===== config.mk =====
export PLATFORM = sky130hd
export DESIGN_NAME = id_ex_stage
export DESIGN_NICKNAME = d
export VERILOG_FILES = /design/src/rtl/id_ex_stage_pkg.sv /design/src/rtl/id_ex_stage_hazard_detect.sv /design/src/rtl/id_ex_stage.sv
export SDC_FILE = /design/constraint.sdc
export NUM_CORES = 1
export LEC_CHECK = 0
export BUFFER_PORTS_ARGS = -buffer_cell sky130_fd_sc_hd__buf_2
export CORE_MARGIN = 10
export CORE_UTILIZATION = 40
export CTS_CLUSTER_DIAMETER = 100
export DETAILED_ROUTE_END_ITERATION = 16
export PLACE_DENSITY = 0.83
export SLEW_MARGIN = 40
export SYNTH_ARGS = -nofsm -noshare
export SYNTH_HDL_FRONTEND = slang
export SYNTH_SLANG_ARGS = --single-unit

===== constraint.sdc =====
create_clock -name clk -period 2.14 [get_ports clk]
set_input_delay 0.428 -clock clk [delete_from_list [all_inputs] [get_ports clk]]
set_output_delay 0.428 -clock clk [all_outputs]
set_load 0.02 [all_outputs]

===== src/rtl/id_ex_stage_pkg.sv =====
// Shared pipeline definitions: control bundle widths, bit indices inside
// the bundles, ALU operation and opcode encodings, and the ID/EX record types.
package id_ex_stage_pkg;

    localparam int WB_W          = 5;   // {RegWrite,MemToReg,SLSE[2:0]}
    localparam int M_W           = 10;  // {Branch[2:0],JM[1:0],DV,MemRead,MemWrite,SaveSign[1:0]}
    localparam int EX_W          = 10;  // {ALUSrcA,ALUSrcB[1:0],ALUOP[4:0],RegDst[1:0]}
    localparam int REG_W         = 5;
    localparam int MEM_READ_BIT  = 3;   // inside the M bundle
    localparam int REG_WRITE_BIT = 4;   // inside the WB bundle
    localparam int CNT_W         = 32;

    typedef enum logic [4:0] {
        ALU_ADD  = 5'd0,
        ALU_ADDU = 5'd1,
        ALU_SUB  = 5'd2,
        ALU_SUBU = 5'd3,
        ALU_AND  = 5'd4,
        ALU_OR   = 5'd5,
        ALU_XOR  = 5'd6,
        ALU_NOR  = 5'd7,
        ALU_SLT  = 5'd8,
        ALU_SLTU = 5'd9,
        ALU_SLL  = 5'd10,
        ALU_SRL  = 5'd11,
        ALU_SRA  = 5'd12,
        ALU_LUI  = 5'd13,
        ALU_MUL  = 5'd14,
        ALU_DIV  = 5'd15
    } alu_op_e;

    typedef enum logic [5:0] {
        OP_RTYPE = 6'h00,
        OP_J     = 6'h02,
        OP_JAL   = 6'h03,
        OP_BEQ   = 6'h04,
        OP_BNE   = 6'h05,
        OP_ADDI  = 6'h08,
        OP_ANDI  = 6'h0c,
        OP_ORI   = 6'h0d,
        OP_LUI   = 6'h0f,
        OP_LW    = 6'h23,
        OP_SW    = 6'h2b
    } opcode_e;

    // What the ID/EX register does on the coming edge, highest priority last.
    typedef enum logic [2:0] {
        ACT_CAPTURE = 3'd0,
        ACT_BUBBLE  = 3'd1,
        ACT_HOLD    = 3'd2,
        ACT_FLUSH   = 3'd3,
        ACT_RESET   = 3'd4
    } stage_act_e;

    typedef struct packed {
        logic [WB_W-1:0] wb;
        logic [M_W-1:0]  m;
        logic [EX_W-1:0] ex;
        logic            valid;
    } stage_ctrl_t;

    typedef struct packed {
        logic [REG_W-1:0] rs;
        logic [REG_W-1:0] rt;
        logic [REG_W-1:0] rd;
        logic [REG_W-1:0] shamt;
    } stage_regs_t;

    function automatic logic is_mem_read(input logic [M_W-1:0] m);
        return m[MEM_READ_BIT];
    endfunction

endpackage


===== src/rtl/id_ex_stage_hazard_detect.sv =====
// Load-use hazard detection: a valid load sitting in EX whose destination
// (rt, never $zero) is a source of the valid instruction in decode.
module hazard_detect
    import id_ex_stage_pkg::*;
(
    input  logic             ex_valid_i,
    input  logic [M_W-1:0]   ex_m_i,
    input  logic [REG_W-1:0] ex_rt_i,
    input  logic             id_valid_i,
    input  logic [REG_W-1:0] id_rs_i,
    input  logic [REG_W-1:0] id_rt_i,
    output logic             hazard_o
);

    // Pure combinational compare against the load destination.
    always_comb begin
        hazard_o = ex_valid_i & is_mem_read(ex_m_i) & (ex_rt_i != '0) & id_valid_i &
                   ((ex_rt_i == id_rs_i) | (ex_rt_i == id_rt_i));
    end

endmodule


===== src/rtl/id_ex_stage.sv =====
// ID/EX pipeline register with load-use stall, flush and hold control.
// Optional build macro ID_EX_PERF_EN adds bubble/flush event counters.
// Handshake: pc_write_o/ifid_write_o low means fetch and decode must keep
// their current contents this cycle; priority is reset > flush > hold >
// load-use bubble > normal capture.
module id_ex_stage
    import id_ex_stage_pkg::*;
#(
    parameter int DW = 32
) (
    input  logic             clk,
    input  logic             rst_n,
    input  logic [WB_W-1:0]  id_wb_i,
    input  logic [M_W-1:0]   id_m_i,
    input  logic [EX_W-1:0]  id_ex_i,
    input  logic             id_valid_i,
    input  logic [DW-1:0]    id_pc4_i,
    input  logic [DW-1:0]    id_rsd_i,
    input  logic [DW-1:0]    id_rtd_i,
    input  logic [DW-1:0]    id_imm_i,
    input  logic [REG_W-1:0] id_rs_i,
    input  logic [REG_W-1:0] id_rt_i,
    input  logic [REG_W-1:0] id_rd_i,
    input  logic [REG_W-1:0] id_shamt_i,
    input  logic             flush_i,
    input  logic             hold_i,
`ifdef ID_EX_PERF_EN
    output logic [CNT_W-1:0] bubble_cnt_o,
    output logic [CNT_W-1:0] flush_cnt_o,
`endif
    output logic [WB_W-1:0]  ex_wb_o,
    output logic [M_W-1:0]   ex_m_o,
    output logic [EX_W-1:0]  ex_ex_o,
    output logic             ex_valid_o,
    output logic [DW-1:0]    ex_pc4_o,
    output logic [DW-1:0]    ex_rsd_o,
    output logic [DW-1:0]    ex_rtd_o,
    output logic [DW-1:0]    ex_imm_o,
    output logic [REG_W-1:0] ex_rs_o,
    output logic [REG_W-1:0] ex_rt_o,
    output logic [REG_W-1:0] ex_rd_o,
    output logic [REG_W-1:0] ex_shamt_o,
    output logic             pc_write_o,
    output logic             ifid_write_o
);

    stage_ctrl_t ctrl_q, ctrl_d;
    stage_regs_t regs_q, regs_d;
    logic [DW-1:0] pc4_q, pc4_d, rsd_q, rsd_d, rtd_q, rtd_d, imm_q, imm_d;
    stage_act_e act;
    logic hazard;

    hazard_detect u_hazard_detect (
        .ex_valid_i (ctrl_q.valid),
        .ex_m_i     (ctrl_q.m),
        .ex_rt_i    (regs_q.rt),
        .id_valid_i (id_valid_i),
        .id_rs_i    (id_rs_i),
        .id_rt_i    (id_rt_i),
        .hazard_o   (hazard)
    );

    // Resolve the priority chain into a single action for this cycle.
    always_comb begin
        act = ACT_CAPTURE;
        if (!rst_n)       act = ACT_RESET;
        else if (flush_i) act = ACT_FLUSH;
        else if (hold_i)  act = ACT_HOLD;
        else if (hazard)  act = ACT_BUBBLE;
    end

    // Next register contents and fetch/decode write enables.
    always_comb begin
        ctrl_d = ctrl_q;
        regs_d = regs_q;
        pc4_d  = pc4_q;
        rsd_d  = rsd_q;
        rtd_d  = rtd_q;
        imm_d  = imm_q;
        case (act)
            ACT_CAPTURE, ACT_BUBBLE, ACT_FLUSH: begin
                // Data fields always follow decode; only a bubble's control is killed.
                regs_d = '{rs: id_rs_i, rt: id_rt_i, rd: id_rd_i, shamt: id_shamt_i};
                pc4_d  = id_pc4_i;
                rsd_d  = id_rsd_i;
                rtd_d  = id_rtd_i;
                imm_d  = id_imm_i;
                ctrl_d = '{wb: id_wb_i, m: id_m_i, ex: id_ex_i, valid: id_valid_i};
                if (act != ACT_CAPTURE) begin
                    ctrl_d = '0;
                end else if (!id_valid_i) begin
                    ctrl_d.wb = '0;
                    ctrl_d.m  = '0;
                end
            end
            ACT_RESET: begin
                ctrl_d = '0;
                regs_d = '0;
                pc4_d  = '0;
                rsd_d  = '0;
                rtd_d  = '0;
                imm_d  = '0;
            end
            default: ;
        endcase
        pc_write_o   = !((act == ACT_HOLD) || (act == ACT_BUBBLE));
        ifid_write_o = !((act == ACT_HOLD) || (act == ACT_BUBBLE));
    end

    // ID/EX register bank with synchronous active-low clear.
    always_ff @(posedge clk) begin
        if (!rst_n) begin
            ctrl_q <= '0;
            regs_q <= '0;
            pc4_q  <= '0;
            rsd_q  <= '0;
            rtd_q  <= '0;
            imm_q  <= '0;
        end else begin
            ctrl_q <= ctrl_d;
            regs_q <= regs_d;
            pc4_q  <= pc4_d;
            rsd_q  <= rsd_d;
            rtd_q  <= rtd_d;
            imm_q  <= imm_d;
        end
    end

    assign ex_wb_o    = ctrl_q.wb;
    assign ex_m_o     = ctrl_q.m;
    assign ex_ex_o    = ctrl_q.ex;
    assign ex_valid_o = ctrl_q.valid;
    assign ex_rs_o    = regs_q.rs;
    assign ex_rt_o    = regs_q.rt;
    assign ex_rd_o    = regs_q.rd;
    assign ex_shamt_o = regs_q.shamt;
    assign ex_pc4_o   = pc4_q;
    assign ex_rsd_o   = rsd_q;
    assign ex_rtd_o   = rtd_q;
    assign ex_imm_o   = imm_q;

`ifdef ID_EX_PERF_EN
    logic [CNT_W-1:0] bubble_cnt_q, bubble_cnt_d, flush_cnt_q, flush_cnt_d;

    // Event counters; a hold cycle is neither a bubble nor a flush so both freeze.
    always_comb begin
        bubble_cnt_d = bubble_cnt_q + CNT_W'(act == ACT_BUBBLE);
        flush_cnt_d  = flush_cnt_q + CNT_W'(act == ACT_FLUSH);
    end

    // Counter registers, cleared with the pipeline.
    always_ff @(posedge clk) begin
        if (!rst_n) begin
            bubble_cnt_q <= '0;
            flush_cnt_q  <= '0;
        end else begin
            bubble_cnt_q <= bubble_cnt_d;
            flush_cnt_q  <= flush_cnt_d;
        end
    end

    assign bubble_cnt_o = bubble_cnt_q;
    assign flush_cnt_o  = flush_cnt_q;
`endif

endmodule


==> flow_summary.json, run 1 <==
{
  "mappedNetlistArea_mm2": 0.00640,
  "syn_avg_cell_area_um2": 8.03,
  "synthesis.instances": 797,
  "final-max-slew-violation-count": 0,
  "regToRegStartpoint": "ex_rt_o[1]",
  "drv_cap": 0,
  "async_reset_ff_share_pct": 0,
  "number_of_storage_elements_in_the_synthesis_netlist": 174,
  "postSynthNetCount": 975,
  "cts_inserted_buffers": 17,
  "worst_hold_startpoint": "id_pc4_i[19]",
  "clock_sinks": 174,
  "critical_path_required_ns": 1.71,
  "transition_time_of_the_tightest_slew_check_pin_ns": 0.515,
  "route.antenna.remaining_nets": 0,
  "path_class": "flop to primary output",
  "dpl.cell_count": 1312,
  "report.final.setup_viol": 2,
  "p_total_uw": 7720,
  "layout_min_cycle_time_ns": 2.33,
  "finClkSkew_ns": 0.00296,
  "worstPathMaxFanout": 2,
  "die_height_um": 146,
  "die-area_mm2": 0.0215,
  "place_hpwl_mm": 15.7,
  "slew-limit-headroom_pct": 65.7,
  "finalHoldViolations": 0,
  "failed_checks": "setup timing",
  "io_pins": 354,
  "first_global_vias": 6366,
  "gp_congestion": 0.822,
  "highest_clock_frequency_the_design_can_meet_mhz": 429,
  "pin_count_of_the_biggest_net_entering_global_routing": 127,
  "cts_hold_repair.buffers": 0,
  "ir_worst_vdd_v": 0.000484,
  "min_path_type": "input pin to flop",
  "initialDrtViolationCount": 381,
  "post_detailed_route_wirelength_per_cell_um": 15.7,
  "post_drt_via_cell_ratio": 4.79,
  "slack_of_the_critical_path_ns": -0.193,
  "grt_first_pass_wirelength_mm": 33.6,
  "final_design_area_no_fill_mm2": 0.00894,
  "initial_core_util_pct": 40.6,
  "maximum_root_to_sink_buffer_count": 2,
  "via_count": 6467,
  "critical_path_sink_type": "primary output",
  "layout.cells.non_filler": 1349,
  "grt.overflow.total": 0,
  "post_route_cells_drive_above_1_share_pct": 36.2,
  "synth.lib_cells_used.distinct": 25,
  "clock_latency_ns": 0.42,
  "synth-warning-count": 0,
  "preCtsSetupSlack_ns": 0.186,
  "holdPathEnd": "ex_pc4_o[19]",
  "drt-pass1-iter-count": 5,
  "leakagePower_uw": 0.00475,
  "power_density_mw_per_mm2": 863,
  "post_route_drc_violation_count": 0,
  "place_area_mm2": 0.00832,
  "cts.htree.levels": 4,
  "worst_r2r_path_depth": 5,
  "tritoncts": "yes",
  "clk_pin_slew_ns": 0.07,
  "grt_usage_pct": 19.0,
  "final_layout_fill_cell_count": 1469,
  "area_delta_synth_final_pct": 39.8,
  "synth_edf_count": 0,
  "grt_setup_unrepaired": "true",
  "floorplan.rows": 46,
  "port-buffer-count": 353,
  "cts-root-buf": "sky130_fd_sc_hd__clkbuf_16",
  "status": "finished, violations left",
  "reg2reg_setup_slack_ns": 0.37,
  "synth-main-ff-cell": "sky130_fd_sc_hd__dfxtp_1",
  "endpoint_arrival_time_on_the_critical_path_ns": 1.90,
  "die_width_um": 146,
  "totalWireLength_mm": 21.2,
  "design.final.nets": 1297,
  "r2r-end": "ex_m_o[3]",
  "initial_antenna_violation_count": 2,
  "cp-start-kind": "flop",
  "synth-seq-area-share_pct": 54.4,
  "holdPathStages": 3,
  "final.period_utilization_pct": 109,
  "core-area_mm2": 0.0158
}
## Yosys cell counts, types with 2 or more instances
master	number	area share, %
sky130_fd_sc_hd__a22oi_1	11	1.3
sky130_fd_sc_hd__o21ai_0	17	1.3
sky130_fd_sc_hd__nand2_1	314	18
sky130_fd_sc_hd__buf_1	4	0.23
sky130_fd_sc_hd__buf_2	25	2.0
sky130_fd_sc_hd__clkbuf_1	33	1.9
sky130_fd_sc_hd__xnor2_1	10	1.4
sky130_fd_sc_hd__nor3b_1	10	1.2
sky130_fd_sc_hd__dfxtp_1	174	54
sky130_fd_sc_hd__nand3_1	150	12
sky130_fd_sc_hd__nor2b_1	2	0.20
sky130_fd_sc_hd__o21ai_1	9	0.70
sky130_fd_sc_hd__nand3b_1	10	1.2
sky130_fd_sc_hd__and2_1	2	0.20
sky130_fd_sc_hd__a32oi_1	15	2.1
sky130_fd_sc_hd__buf_6	2	0.35
## worst max-delay path, stage by stage (launching register included)
cell	delay, ns
sky130_fd_sc_hd__dfxtp_4	0.34
sky130_fd_sc_hd__or4_4	0.54
sky130_fd_sc_hd__o2111ai_4	0.23
sky130_fd_sc_hd__nor2_4	0.05
sky130_fd_sc_hd__a21oi_4	0.18
sky130_fd_sc_hd__buf_6	0.15
## stage by stage
stage / hold WS, ns / setup TNS [ns] / util [%]
6_report: 0.224 / -0.385 / 56.7
5_1_grt: 0.207 / -0.486 / 56.7
4_1_cts: 0.203 / -0.486 / 56.6
3_5_place_dp: 0.423 / 0 / 52.7
3_3_place_gp: 0.417 / 0 / 52.7
2_1_floorplan: 0.495 / -0.0896 / -
## placed cells by master, fill, tap and decap left out, types with 2 or more instances in the layout
| cell | instances |
|---|---|
| sky130_fd_sc_hd__buf_2 | 350 |
| sky130_fd_sc_hd__nand2_1 | 313 |
| sky130_fd_sc_hd__dfxtp_1 | 171 |
| sky130_fd_sc_hd__nand3_1 | 150 |
| sky130_fd_sc_hd__o21ai_0 | 17 |
| sky130_fd_sc_hd__clkbuf_16 | 17 |
| sky130_fd_sc_hd__a32oi_1 | 15 |
| sky130_fd_sc_hd__buf_4 | 12 |
| sky130_fd_sc_hd__a22oi_1 | 11 |
| sky130_fd_sc_hd__xnor2_1 | 10 |
| sky130_fd_sc_hd__nand3b_1 | 10 |
| sky130_fd_sc_hd__nor3b_1 | 10 |
| sky130_fd_sc_hd__o21ai_1 | 9 |
| sky130_fd_sc_hd__inv_6 | 6 |
| sky130_fd_sc_hd__buf_12 | 5 |
| sky130_fd_sc_hd__dfxtp_4 | 3 |
| sky130_fd_sc_hd__nor2b_1 | 2 |
| sky130_fd_sc_hd__clkinvlp_4 | 2 |
| sky130_fd_sc_hd__inv_8 | 2 |
| sky130_fd_sc_hd__buf_6 | 2 |
## layer usage
layer  vias up  track usage [%]  wire (um)
met1      2872             21.4       8240
met5         -                0          7
met4         2             7.76        566
li1       3265                -          -
met2       286             31.3      10200
met3        42             8.07       2190
## power breakdown
group	total (uW)	internal [uW]	switching, uW
clock	3030	1650	1380
combinational	1130	425	705
sequential	3560	3460	103
total	7720	5530	2190
## cell families after synthesis
family          after synthesis  share of synthesized area [%]
buf+inv                      67                           4.89
simple gates                491                           33.3
xor+xnor                     10                           1.37
compound gates               55                           6.02
flops                       174                           54.4
## worst max path at each step
stage          cells after the start            to  startpoint  slack, ns
6_report                           5    pc_write_o  ex_rt_o[1]      -0.19
3_3_place_gp                       5  ifid_write_o  ex_rt_o[3]       0.19
3_5_place_dp                       5    pc_write_o  ex_rt_o[3]       0.19
5_1_grt                            5    pc_write_o  ex_rt_o[1]      -0.24
2_1_floorplan                      6    pc_write_o  ex_rt_o[3]      -0.09
4_1_cts                            5    pc_write_o  ex_rt_o[1]      -0.24
## flip-flops by register name, indices dropped and copies added, names as in the netlist
name        cells
ex_imm_o       32
ex_pc4_o       32
ex_rsd_o       32
ex_rtd_o       32
ex_ex_o        10
ex_m_o         10
ex_rd_o         5
ex_rs_o         5
ex_rt_o         5
ex_shamt_o      5
ex_wb_o         5
ex_valid_o      1
## layout make-up
type                    count  area, um2  area share, %
flip-flops and latches    174       3490           39.1
clock buffers              18        429           4.80
clock inverters            14        150           1.68
inverters                   1       3.75         0.0420
multi-input cells         556       2630           29.4
repair buffers            369       1960           22.0
diodes                      1       2.50         0.0280
well taps                 216        270           3.02
## repair_timing
action	4_1_cts	5_1_grt
hold endpoints to repair	0	0
gates resized for setup	4	1
setup buffers	2	2
pin swaps	3	1
setup endpoints to repair	2	2
Power figures use the tool's default switching activity.
==> run 2: changes to the inputs <==
--- a/config.mk
+++ b/config.mk
@@ -10,6 +10,7 @@
 export CORE_UTILIZATION = 40
 export CTS_CLUSTER_DIAMETER = 100
 export DETAILED_ROUTE_END_ITERATION = 16
+export MAX_ROUTING_LAYER = met4
 export PLACE_DENSITY = 0.83
 export SLEW_MARGIN = 40
 export SYNTH_ARGS = -nofsm -noshare
==> flow_summary.json, run 2 (synthesized netlist as in run 1, its figures left out) <==
{
  "min_path_type": "input pin to flop",
  "ir_worst_vdd_v": 0.000483,
  "post_route_drc_violation_count": 0,
  "grt.overflow.total": 0,
  "port-buffer-count": 353,
  "grt_setup_unrepaired": "true",
  "clock_latency_ns": 0.42,
  "slew-limit-headroom_pct": 65.8,
  "cts_inserted_buffers": 17,
  "die-area_mm2": 0.0215,
  "grt_first_pass_wirelength_mm": 33.5,
  "via_count": 6482,
  "initialDrtViolationCount": 391,
  "finClkSkew_ns": 0.00218,
  "core-area_mm2": 0.0158,
  "layout.cells.most_common": "sky130_fd_sc_hd__buf_2",
  "mostFrequentLayoutCells": "sky130_fd_sc_hd__buf_2 (350), sky130_fd_sc_hd__nand2_1 (313), sky130_fd_sc_hd__dfxtp_1 (171)",
  "r2r-end": "ex_m_o[3]",
  "report.final.setup_viol": 2,
  "die_width_um": 146,
  "design.final.nets": 1297,
  "worst_r2r_path_depth": 5,
  "drv_cap": 0,
  "grt_use_met3_pct": 6.55,
  "totalWireLength_mm": 21.2,
  "cp-start-kind": "flop",
  "final_core_util_pct": 56.7,
  "post_detailed_route_wirelength_per_cell_um": 15.7,
  "clock_sinks": 174,
  "failed_checks": "setup timing",
  "route.antenna.remaining_nets": 0,
  "floorplan.rows": 46,
  "clk_pin_slew_ns": 0.07,
  "drt-pass1-iter-count": 5,
  "reg2reg_setup_slack_ns": 0.37,
  "grt_usage_pct": 19.6,
  "power_density_mw_per_mm2": 863,
  "io_pins": 354,
  "highest_clock_frequency_the_design_can_meet_mhz": 428,
  "tritoncts": "yes",
  "gp_congestion": 0.835,
  "worstPathMaxFanout": 2,
  "initial_core_util_pct": 40.6,
  "area_delta_synth_final_pct": 39.9,
  "holdPathEnd": "ex_shamt_o[3]",
  "maximum_root_to_sink_buffer_count": 2,
  "critical_path_sink_type": "primary output",
  "final_design_area_no_fill_mm2": 0.00895,
  "slack_of_the_critical_path_ns": -0.197,
  "leakagePower_uw": 0.00475,
  "pin_count_of_the_biggest_net_entering_global_routing": 127,
  "die_height_um": 146,
  "critical_path_required_ns": 1.71,
  "busiest_layer": "met2",
  "place_area_mm2": 0.00832,
  "cts-root-buf": "sky130_fd_sc_hd__clkbuf_16",
  "place_hpwl_mm": 15.7,
  "endpoint_arrival_time_on_the_critical_path_ns": 1.91,
  "transition_time_of_the_tightest_slew_check_pin_ns": 0.513,
  "post_route_cells_drive_above_1_share_pct": 36.2,
  "final.period_utilization_pct": 109,
  "initial_antenna_violation_count": 2,
  "layout_min_cycle_time_ns": 2.34,
  "holdPathStages": 3,
  "final-max-slew-violation-count": 0,
  "status": "finished, violations left",
  "cts.htree.levels": 4,
  "worst_hold_startpoint": "id_shamt_i[3]",
  "grtUsageMet1_pct": 22.3,
  "finalHoldViolations": 0,
  "post_drt_via_cell_ratio": 4.80,
  "global_route.usage.met2_pct": 31.2,
  "first_global_vias": 6400,
  "path_class": "flop to primary output",
  "regToRegStartpoint": "ex_rt_o[1]"
}
==> run 2: cell types whose count changed in the layout (fill, tap and decap cells not counted) <==
cell | before | now
sky130_fd_sc_hd__diode_2 | 1 | 2
==> run 2: worst max-delay path: stages (launching register included) <==
cell	delay (ns)
sky130_fd_sc_hd__dfxtp_4	0.34
sky130_fd_sc_hd__or4_4	0.54
sky130_fd_sc_hd__o2111ai_4	0.23
sky130_fd_sc_hd__nor2_4	0.05
sky130_fd_sc_hd__a21oi_4	0.18
sky130_fd_sc_hd__buf_6	0.15
==> run 2: layout make-up <==
type	instances	area (um2)
multi-input combinational	556	2630
tap	216	270
inverter	1	3.75
antenna	2	5.00
sequential	174	3490
fill	1468	6820
clock buffer	18	429
clock inverter	14	150
timing repair buffer	369	1960
==> run 2: timing repair <==
item,in CTS,in global routing
pin swaps,3,1
hold buffers,0,0
gates resized for setup,4,1
setup endpoints to repair,2,2
buffers inserted,2,2
==> run 2: stage by stage <==
stage          power [uW]  setup TNS (ns)  setup slack [ns]  cells  hold WS (ns)
2_1_floorplan        4250         -0.0896           -0.0896    797         0.495
4_1_cts              7810          -0.486            -0.243   1346         0.203
3_5_place_dp         4760               0             0.186   1312         0.423
5_1_grt              8060          -0.486            -0.244   1350         0.207
3_3_place_gp         4740               0             0.187   1312         0.417
6_report             7720          -0.393            -0.197   1350         0.224
==> run 2: worst max-delay path by stage <==
| stage | from | end | slack (ns) | cells past startpoint |
|---|---|---|---|---|
| after floorplan | ex_rt_o[3] | pc_write_o | -0.09 | 6 |
| after global placement | ex_rt_o[3] | ifid_write_o | 0.19 | 5 |
| after detailed placement | ex_rt_o[3] | pc_write_o | 0.19 | 5 |
| after CTS | ex_rt_o[1] | pc_write_o | -0.24 | 5 |
| after global routing | ex_rt_o[1] | pc_write_o | -0.24 | 5 |
| final | ex_rt_o[1] | pc_write_o | -0.20 | 5 |
==> run 2: power by group <==
| group | switching [uW] | internal (uW) |
|---|---|---|
| logic | 705 | 425 |
| registers | 103 | 3460 |
| clock network | 1380 | 1650 |
| total | 2190 | 5530 |
==> run 2: metal layers <==
metal / share of wire (%) / up-vias
li1: - / 3269
met1: 40 / 2902
met2: 48 / 274
met3: 8.5 / 37
met4: 2.7 / 0
met5: 0 / -
==> run 3: changes to the inputs <==
--- a/config.mk
+++ b/config.mk
@@ -8,6 +8,7 @@
 export BUFFER_PORTS_ARGS = -buffer_cell sky130_fd_sc_hd__buf_2
 export CORE_MARGIN = 10
 export CORE_UTILIZATION = 40
+export CTS_BUF_LIST = sky130_fd_sc_hd__clkbuf_4 sky130_fd_sc_hd__clkbuf_8 sky130_fd_sc_hd__clkbuf_16
 export CTS_CLUSTER_DIAMETER = 100
 export DETAILED_ROUTE_END_ITERATION = 16
 export MAX_ROUTING_LAYER = met4
==> flow_summary.json, run 3 (synthesized netlist as in run 1, its figures left out) <==
{
  "worst_r2r_path_depth": 5,
  "cts_hold_repair.buffers": 0,
  "place_area_mm2": 0.00832,
  "grtUsageMet1_pct": 22.4,
  "clk_pin_slew_ns": 0.07,
  "r2r-end": "ex_m_o[3]",
  "final.period_utilization_pct": 109,
  "worst_path_slowest_cell": "sky130_fd_sc_hd__or4_4",
  "pin_count_of_the_biggest_net_entering_global_routing": 127,
  "port-buffer-count": 353,
  "grt.overflow.total": 0,
  "global_route.usage.met2_pct": 31.3,
  "post_detailed_route_wirelength_per_cell_um": 15.7,
  "final-max-slew-violation-count": 0,
  "worst_path_largest_cell_delay_ns": 0.54,
  "critical_path_required_ns": 1.71,
  "leakagePower_uw": 0.00475,
  "power.share.clock_pct": 39.3,
  "min_path_type": "input pin to flop",
  "ir_worst_vdd_v": 0.000479,
  "layout_min_cycle_time_ns": 2.33,
  "worst_hold_startpoint": "id_shamt_i[3]",
  "failed_checks": "setup timing",
  "io_pins": 354,
  "core-area_mm2": 0.0158,
  "worstPathBufferInverterCount": 1,
  "endpoint_arrival_time_on_the_critical_path_ns": 1.90,
  "cp_cell_sequence": "or4_4, o2111ai_4, nor2_4, a21oi_4, buf_6",
  "post_route_cells_drive_above_1_share_pct": 36.3,
  "tritoncts": "yes",
  "cell_internal_power_uw": 5550,
  "cp-start-kind": "flop",
  "cts_inserted_buffers": 17,
  "power.combinational.fraction_pct": 14.6,
  "grt_usage_pct": 19.6,
  "power_density_mw_per_mm2": 863,
  "p_switching_uw": 2180,
  "timing.critical_path.max_delay_family": "simple AND/OR/NAND/NOR gates",
  "drv_cap": 0,
  "place_hpwl_mm": 15.7,
  "initial_core_util_pct": 40.6,
  "worstPathMaxFanout": 2,
  "maximum_root_to_sink_buffer_count": 2,
  "die-area_mm2": 0.0215,
  "switching_share_pct": 28.2,
  "mostFrequentLayoutCells": "sky130_fd_sc_hd__buf_2 (350), sky130_fd_sc_hd__nand2_1 (313), sky130_fd_sc_hd__dfxtp_1 (171)",
  "busiest_layer": "met2",
  "grt_setup_unrepaired": "true",
  "grt_use_met3_pct": 6.52,
  "route.antenna.remaining_nets": 0,
  "slew-limit-headroom_pct": 65.7,
  "clock_latency_ns": 0.41,
  "path_depth": 5,
  "status": "finished, violations left",
  "report.final.setup_viol": 2,
  "regToRegStartpoint": "ex_rt_o[1]",
  "path_class": "flop to primary output",
  "post_route_drc_violation_count": 0,
  "final_design_area_no_fill_mm2": 0.00895,
  "clock_sinks": 174,
  "finalHoldViolations": 0,
  "via_count": 6498,
  "initialDrtViolationCount": 392,
  "slack_of_the_critical_path_ns": -0.191,
  "holdPathEnd": "ex_shamt_o[3]",
  "totalWireLength_mm": 21.2,
  "cts-root-buf": "sky130_fd_sc_hd__clkbuf_16",
  "die_height_um": 146,
  "pwr-share-seq_pct": 46.1,
  "reg2reg_setup_slack_ns": 0.38,
  "grt_first_pass_wirelength_mm": 33.5,
  "first_global_vias": 6374,
  "holdPathStages": 3,
  "post_drt_via_cell_ratio": 4.81,
  "gp_congestion": 0.835,
  "transition_time_of_the_tightest_slew_check_pin_ns": 0.514,
  "cts.htree.levels": 4,
  "floorplan.rows": 46,
  "highest_clock_frequency_the_design_can_meet_mhz": 429,
  "layout.cells.most_common": "sky130_fd_sc_hd__buf_2",
  "area_delta_synth_final_pct": 39.9,
  "die_width_um": 146,
  "p_total_uw": 7730,
  "timing.hold.ws_ns": 0.228,
  "finClkSkew_ns": 0.00271,
  "design.final.nets": 1297,
  "initial_antenna_violation_count": 2,
  "drt-pass1-iter-count": 5,
  "critical_path_sink_type": "primary output"
}
[run 3: layout make-up]
class                           count  area, um2
Inverter                            1       3.75
Clock buffer                       18        433
Tap cell                          216        270
Timing Repair Buffer              369       1960
Sequential cell                   174       3490
Fill cell                        1464       6820
Multi-Input combinational cell    556       2630
Clock inverter                     14        150
Antenna cell                        2       5.00
[run 3: worst register-to-register path, delay by kind of cell (launching register included)]
| kind | cells | cell delay [ns] |
|---|---|---|
| flip-flops | 1 | 0.34 |
| buffers and inverters | 1 | 0.33 |
| AND/OR/NAND/NOR | 1 | 0.54 |
| AO/OA/AOI/OAI | 3 | 0.48 |
[run 3: through the flow]
stage	utilization (%)	setup TNS (ns)	setup WS [ns]	cells
finish	56.8	-0.381	-0.191	1350
detailed placement	52.7	0	0.186	1312
global route	56.8	-0.481	-0.241	1350
CTS	56.6	-0.481	-0.241	1346
floorplan	-	-0.0896	-0.0896	797
global placement	52.7	0	0.187	1312
[run 3: power by group through the flow]
| stage | combinational, uW | clock, uW | sequential, uW |
|---|---|---|---|
| after global routing | 1240 | 3250 | 3580 |
| after global placement | 1110 | 0 | 3630 |
| after CTS | 1140 | 3120 | 3560 |
| after floorplan | 345 | 0 | 3910 |
| after detailed placement | 1130 | 0 | 3630 |
| final | 1130 | 3040 | 3560 |
[run 3: per-layer routing]
metal	vias to the layer above	part of all wire, %
met1	2920	41
met5	-	0
met3	36	8.2
met2	273	48
li1	3269	-
met4	0	2.5
[run 3: what timing repair did]
item | in CTS | in global routing
gates resized for setup | 4 | 1
setup endpoints to repair | 2 | 2
buffers inserted | 2 | 2
pin swaps | 3 | 1
[run 3: how the worst max path moves through the flow]
stage	startpoint	to	slack, ns
floorplan	ex_rt_o[3]	pc_write_o	-0.09
global placement	ex_rt_o[3]	ifid_write_o	0.19
detailed placement	ex_rt_o[3]	pc_write_o	0.19
CTS	ex_rt_o[1]	pc_write_o	-0.24
global route	ex_rt_o[1]	pc_write_o	-0.24
finish	ex_rt_o[1]	pc_write_o	-0.19
